[src/rtl/audio_codec_config_sequencer_if.sv]
// audio_codec_config_sequencer_if: config bus pins, volume handshake and status (master = sequencer, slave = codec/UI side)
interface audio_codec_config_sequencer_if;
  logic i2c_sclk;
  logic i2c_sdat_oe;
  logic i2c_sdat_in;
  logic vol_valid;
  logic vol_ready;
  logic [6:0] vol_level;
  logic busy;
  logic config_done;
  logic ack_error;
  modport master (
    output i2c_sclk, i2c_sdat_oe, vol_ready, busy, config_done, ack_error,
    input i2c_sdat_in, vol_valid, vol_level
  );
  modport slave (
    input i2c_sclk, i2c_sdat_oe, vol_ready, busy, config_done, ack_error,
    output i2c_sdat_in, vol_valid, vol_level
  );
endinterface

[src/rtl/audio_codec_config_sequencer.sv]
// audio_codec_config_sequencer: writes the WM8731 init table over the two-wire config bus, then serves volume writes (ports: clk_clk, reset_reset, bus master side)
module audio_codec_config_sequencer #(
  parameter int CLK_DIV = 125,
  parameter int INIT_DELAY = 1000,
  parameter int GAP_CYCLES = 200,
  parameter int RETRIES = 2
) (
  input logic clk_clk,
  input logic reset_reset,
  audio_codec_config_sequencer_if.master bus
);
  localparam logic [2:0] WAIT = 3'd0, START = 3'd1, BITS = 3'd2, STOP = 3'd3, GAP = 3'd4, DONE = 3'd5;
  localparam int M1 = INIT_DELAY > GAP_CYCLES ? INIT_DELAY : GAP_CYCLES;
  localparam int CMAX = M1 > CLK_DIV ? M1 : CLK_DIV;
  localparam int CW = $clog2(CMAX + 1);
  localparam int RW = $clog2(RETRIES + 2);
  localparam logic [15:0] TABLE [8] = '{
    {7'd15, 9'h000}, {7'd6, 9'h067}, {7'd4, 9'h010}, {7'd5, 9'h000},
    {7'd7, 9'h002}, {7'd8, 9'h000}, {7'd2, 9'h179}, {7'd9, 9'h001}
  };
  logic [2:0] state, idx;
  logic [CW-1:0] cnt;
  logic [1:0] q;
  logic [4:0] slot;
  logic [26:0] sr;
  logic [RW-1:0] rc;
  logic [6:0] vol_lat;
  logic [15:0] word;
  logic nack, vol_mode, sclk, oe, done_r, err, cnt_end, ack_slot;
  always_comb begin
    cnt_end = cnt == (state == WAIT ? CW'(INIT_DELAY - 1) : state == GAP ? CW'(GAP_CYCLES - 1) : CW'(CLK_DIV - 1));
    word = vol_mode ? {7'd2, 2'b10, vol_lat} : TABLE[idx];
    ack_slot = slot == 5'd8 || slot == 5'd17 || slot == 5'd26;
  end
  always_ff @(posedge clk_clk) begin
    if (reset_reset) begin
      state <= WAIT;
      cnt <= '0;
      q <= '0;
      slot <= '0;
      sr <= '0;
      idx <= '0;
      rc <= '0;
      vol_lat <= '0;
      nack <= 1'b0;
      vol_mode <= 1'b0;
      sclk <= 1'b1;
      oe <= 1'b0;
      done_r <= 1'b0;
      err <= 1'b0;
    end else begin
      cnt <= (cnt_end || state == DONE) ? '0 : cnt + 1'b1;
      case (state)
        WAIT: if (cnt_end) begin
          state <= START;
          q <= '0;
        end
        START: if (cnt_end) begin
          q <= q + 1'b1;
          if (q == 2'd0) oe <= 1'b1;
          else begin
            sclk <= 1'b0;
            state <= BITS;
            q <= '0;
            slot <= '0;
            sr <= {8'h34, 1'b1, word[15:8], 1'b1, word[7:0], 1'b1};
          end
        end
        BITS: if (cnt_end) begin
          q <= q + 1'b1;
          case (q)
            2'd0: oe <= ~sr[26];
            2'd1: sclk <= 1'b1;
            2'd2: if (ack_slot && bus.i2c_sdat_in) nack <= 1'b1;
            default: begin
              sclk <= 1'b0;
              sr <= sr << 1;
              slot <= slot + 1'b1;
              if (nack || slot == 5'd26) begin
                state <= STOP;
                q <= '0;
              end
            end
          endcase
        end
        STOP: if (cnt_end) begin
          q <= q + 1'b1;
          if (q == 2'd0) oe <= 1'b1;
          else if (q == 2'd1) sclk <= 1'b1;
          else begin
            oe <= 1'b0;
            state <= GAP;
          end
        end
        GAP: if (cnt_end) begin
          q <= '0;
          nack <= 1'b0;
          if (nack && rc < RW'(RETRIES)) begin
            rc <= rc + 1'b1;
            state <= START;
          end else begin
            rc <= '0;
            err <= err | nack;
            if (vol_mode || idx == 3'd7) begin
              state <= DONE;
              done_r <= 1'b1;
              vol_mode <= 1'b0;
            end else begin
              idx <= idx + 1'b1;
              state <= START;
            end
          end
        end
        DONE: if (bus.vol_valid) begin
          vol_lat <= bus.vol_level;
          vol_mode <= 1'b1;
          state <= START;
          q <= '0;
        end
        default: state <= WAIT;
      endcase
    end
  end
  assign bus.i2c_sclk = sclk;
  assign bus.i2c_sdat_oe = oe;
  assign bus.vol_ready = state == DONE;
  assign bus.busy = state == START || state == BITS || state == STOP;
  assign bus.config_done = done_r;
  assign bus.ack_error = err;
endmodule

[src/flat_wrapper.sv]
// flat-port wrapper written by rule: the top's interface ports become plain ports
module audio_codec_config_sequencer_flat 
#(
  parameter int CLK_DIV = 125,
  parameter int INIT_DELAY = 1000,
  parameter int GAP_CYCLES = 200,
  parameter int RETRIES = 2
)
  (clk_clk, reset_reset, bus_i2c_sclk, bus_i2c_sdat_oe, bus_vol_ready, bus_busy, bus_config_done, bus_ack_error, bus_i2c_sdat_in, bus_vol_valid, bus_vol_level);
  audio_codec_config_sequencer_if bus_i ();
  input logic clk_clk;
  input logic reset_reset;
  output wire logic [$bits(bus_i.i2c_sclk)-1:0] bus_i2c_sclk;
  output wire logic [$bits(bus_i.i2c_sdat_oe)-1:0] bus_i2c_sdat_oe;
  output wire logic [$bits(bus_i.vol_ready)-1:0] bus_vol_ready;
  output wire logic [$bits(bus_i.busy)-1:0] bus_busy;
  output wire logic [$bits(bus_i.config_done)-1:0] bus_config_done;
  output wire logic [$bits(bus_i.ack_error)-1:0] bus_ack_error;
  input wire logic [$bits(bus_i.i2c_sdat_in)-1:0] bus_i2c_sdat_in;
  input wire logic [$bits(bus_i.vol_valid)-1:0] bus_vol_valid;
  input wire logic [$bits(bus_i.vol_level)-1:0] bus_vol_level;
  assign bus_i2c_sclk = bus_i.i2c_sclk;
  assign bus_i2c_sdat_oe = bus_i.i2c_sdat_oe;
  assign bus_vol_ready = bus_i.vol_ready;
  assign bus_busy = bus_i.busy;
  assign bus_config_done = bus_i.config_done;
  assign bus_ack_error = bus_i.ack_error;
  assign bus_i.i2c_sdat_in = bus_i2c_sdat_in;
  assign bus_i.vol_valid = bus_vol_valid;
  assign bus_i.vol_level = bus_vol_level;
  audio_codec_config_sequencer #(.CLK_DIV(CLK_DIV), .INIT_DELAY(INIT_DELAY), .GAP_CYCLES(GAP_CYCLES), .RETRIES(RETRIES)) u_core (.clk_clk(clk_clk), .reset_reset(reset_reset), .bus(bus_i));
endmodule
[config.mk]
export PLATFORM = sky130hd
export DESIGN_NAME = audio_codec_config_sequencer_flat
export DESIGN_NICKNAME = d
export VERILOG_FILES = /design/src/rtl/audio_codec_config_sequencer_if.sv /design/src/rtl/audio_codec_config_sequencer.sv /design/src/flat_wrapper.sv
export SDC_FILE = /design/constraint.sdc
export NUM_CORES = 1
export LEC_CHECK = 0
export BUFFER_PORTS_ARGS = -buffer_cell sky130_fd_sc_hd__clkbuf_2
export CORE_AREA = 2 2 91 93
export CTS_BUF_LIST = sky130_fd_sc_hd__clkbuf_8
export DETAILED_ROUTE_END_ITERATION = 6
export DIE_AREA = 0 0 93 95
export GPL_ROUTABILITY_DRIVEN = 0
export PLACE_DENSITY = 0.59
export SYNTH_ARGS = -nofsm -noshare
export SYNTH_HDL_FRONTEND = slang
export SYNTH_SLANG_ARGS = --single-unit
[constraint.sdc]
create_clock -name clk_clk -period 5.4 [get_ports clk_clk]
set_clock_uncertainty 0.15 [all_clocks]
set_input_delay 0.81 -clock clk_clk [delete_from_list [all_inputs] [get_ports clk_clk]]
set_output_delay 0.81 -clock clk_clk [all_outputs]
set_load 0.05 [all_outputs]
==> flow_metrics.py <==
metrics = {
    "worst_setup_path": {
        "path_cells": "inv_1 -> nor3_1 -> clkbuf_2",
        "cp.arrival_ns": 1.98,
        "r2r_cells": 6,
        "path_class": "flip-flop to primary output",
        "path_depth": 3,
        "cp_data_required_time_ns": 4.44,
        "critPathMaxFanout": 16,
        "crit_slowest_cell": "dfxtp_1",
        "r2r_slack_ns": 2.62,
        "start_kind": "flip-flop",
        "end_kind": "primary output",
        "critPathMaxStageDelay_ns": 0.69,
        "path_buf_inv": 2,
        "cpLargestDelayFamily": "flip-flops",
    },
    "timing": {
        "slew_headroom_pct": 39.0,
        "tightest_slew_ns": 0.915,
        "timing.final.crit_share_pct": 54.4,
        "fin_crit_ns": 2.94,
        "finalSetupViolCount": 0,
        "tns_ns": 0,
        "slew_viol_final": 0,
        "hold_viol": 0,
        "hold_ws_ns": 0.304,
        "rsz0062_at_grt": "no",
        "fmax_ghz": 0.341,
        "setup_slack_ns": 2.46,
    },
    "drt": {
        "wl_per_cell_um": 15.2,
        "final_antenna_net_count": 0,
        "met1_length_um": 4030,
        "drt_pass1_iterations": 4,
        "finalWirelength_um": 8120,
        "highest_layer": "met4",
        "drc": 0,
        "met3_length_um": 246,
        "viasPerCell": 5.80,
        "route.met2.wl_um": 3760,
        "num_vias": 3098,
        "drtIter0Drc": 161,
    },
    "clock_network": {
        "clk_latency_ns": 0.33,
        "hold_buffers": 0,
        "h-tree-depth": 3,
        "cts_buffer_depth": 2,
        "cts_sinks": 65,
        "clock-root-buffer": "clkbuf_8",
        "tritoncts": "done",
        "post-cts-setup-buffers": 0,
        "clkTransAtPathRegs_ns": 0.07,
        "numCtsBuffers": 9,
        "cts_resized": 0,
    },
    "power_and_ir_drop": {
        "intPower_mw": 0.706,
        "comb_power_share_pct": 1.9,
        "p_sw_mw": 0.189,
        "swShare_pct": 21.2,
        "p_leak_nw": 1.24,
        "power_frac_seq_pct": 54.0,
        "power.share.clock_pct": 44.1,
        "ir_drop_mv": 0.120,
        "p_total_mw": 0.896,
        "power_density_nw_per_um2": 238,
    },
    "logic_synthesis": {
        "ys.warnings.count": 0,
        "synthFlopType": "dfxtp_1",
        "ys_types": 57,
        "async_reset_ff_share_pct": 0,
        "seq_area_frac_synth_pct": 37.6,
        "synth_area_um2": 3460,
        "synth_cells": 427,
        "ys_ff_latch": 65,
        "synth.net_count": 452,
        "syn_area_per_cell_um2": 8.11,
        "synth_edf_count": 0,
    },
    "die": {
        "pin_count": 17,
        "die_h_um": 95,
        "row_count": 33,
        "die_area_um2": 8840,
        "start_util_pct": 43.7,
        "die_w_um": 93,
        "core_um2": 7930,
    },
    "final_layout": {
        "drive_gt1_share_pct": 11.0,
        "syn2layout_area_growth_pct": 8.53,
        "antennaDiodeCount": 0,
        "utilization_pct": 47.4,
        "stdcell_count": 534,
        "stdcell_area_um2": 3760,
        "layout_commonest_cell": "dfxtp_1",
        "final_cell_mix": "dfxtp_1 (65), a21oi_1 (61), nand2_1 (35)",
        "nNetsFinal": 449,
    },
    "placement": {
        "io_buffers": 16,
        "postPlaceCellArea_um2": 3570,
        "dpl.hpwl_um": 5410,
        "place_ws_ns": 2.61,
        "dp.cells": 518,
    },
    "flow_run": {
        "cap_violations": 0,
    },
    "global_route": {
        "grt_remaining_overflow": 0,
        "grt_pass1_vias": 2854,
        "grt_max_degree": 46,
        "antenna_found_initial": 0,
        "grt_util_all_layers_pct": 19.5,
        "grt_pass1_wl_um": 13800,
    },
    "hold_path": {
        "hold_depth": 2,
        "hold_path.class": "flip-flop to flip-flop",
    },
    "run_status": {
        "status": "completed",
    },
}
==> registers in the layout, summed over array words and instances, names as in the netlist, 2 cells and up <==
| register | count |
|---|---|
| u_core.q | 2 |
| u_core.rc | 2 |
| u_core.state | 3 |
| u_core.sr | 27 |
| u_core.idx | 3 |
| u_core.vol_lat | 7 |
| u_core.cnt | 10 |
| u_core.slot | 5 |
==> synth_stat cells, drive strengths merged (5+ instances only) <==
master | number | area share (%)
buf | 13 | 2.4
dfxtp | 65 | 38
nor2b | 7 | 1.3
clkbuf | 24 | 2.6
nor2 | 22 | 2.5
a311oi | 5 | 1.3
a21oi | 62 | 9.0
ha | 14 | 5.1
a211oi | 14 | 3.2
inv | 18 | 2.0
nor3 | 11 | 1.7
a31oi | 12 | 2.2
xor2 | 5 | 1.3
nand3 | 21 | 3.0
o21ai | 17 | 2.5
a21o | 5 | 1.1
o31ai | 17 | 3.7
nand4 | 7 | 1.4
nand2 | 35 | 3.8
==> worst register-to-register path, cell delays in order (launching register included) <==
cell	delay, ns
dfxtp_1	0.33
buf_4	0.35
nor3b_4	0.47
o211ai_2	0.18
a221o_1	0.32
nor3_2	0.63
a311oi_1	0.20
==> power by group through the flow <==
stage | Combinational [mW] | Sequential, mW | Clock (mW)
finish | 0.0171 | 0.484 | 0.395
global route | 0.0194 | 0.484 | 0.427
CTS | 0.0174 | 0.483 | 0.407
detailed placement | 0.0173 | 0.494 | 0
global placement | 0.0171 | 0.494 | 0
floorplan | 0.0113 | 0.494 | 0
==> kinds of logic (layout without fill, tap and decap cells) <==
group | count (synthesis) | in the layout | share of synthesized area [%]
flops | 65 | 65 | 37.6
fa+ha+maj | 14 | 14 | 5.06
simple gates | 127 | 127 | 19.0
compound gates | 153 | 153 | 28.1
xor+xnor | 8 | 8 | 2.02
mux | 4 | 4 | 1.16
buf+inv | 56 | 58 | 7.05
==> layer usage <==
layer  vias up  GRT usage, %
li1       1556             -
met1      1480          26.5
met2        53          31.5
met3         9          3.19
met4         0          6.86
met5         -             0
==> final cells by class <==
type	instances	area, µm²
fill	808	4170
multi-input combinational	306	1930
sequential	65	1300
clock buffer	10	138
timing repair buffer	23	133
tap	105	131
inverter	19	71.3
clock inverter	6	51.3
==> path summary, 6_finish.rpt <==
path / from / endpoint
setup reg to reg: u_core.state[2]$_SDFFE_PP0P_ / u_core.sr[21]$_SDFFE_PP0P_
hold / removal: u_core.vol_lat[5]$_SDFFE_PP0P_ / u_core.vol_lat[5]$_SDFFE_PP0P_
hold reg to reg: u_core.vol_lat[5]$_SDFFE_PP0P_ / u_core.vol_lat[5]$_SDFFE_PP0P_
setup / recovery: u_core.state[0]$_SDFFE_PP0P_ / bus_vol_ready
Power figures use the tool's default switching activity.
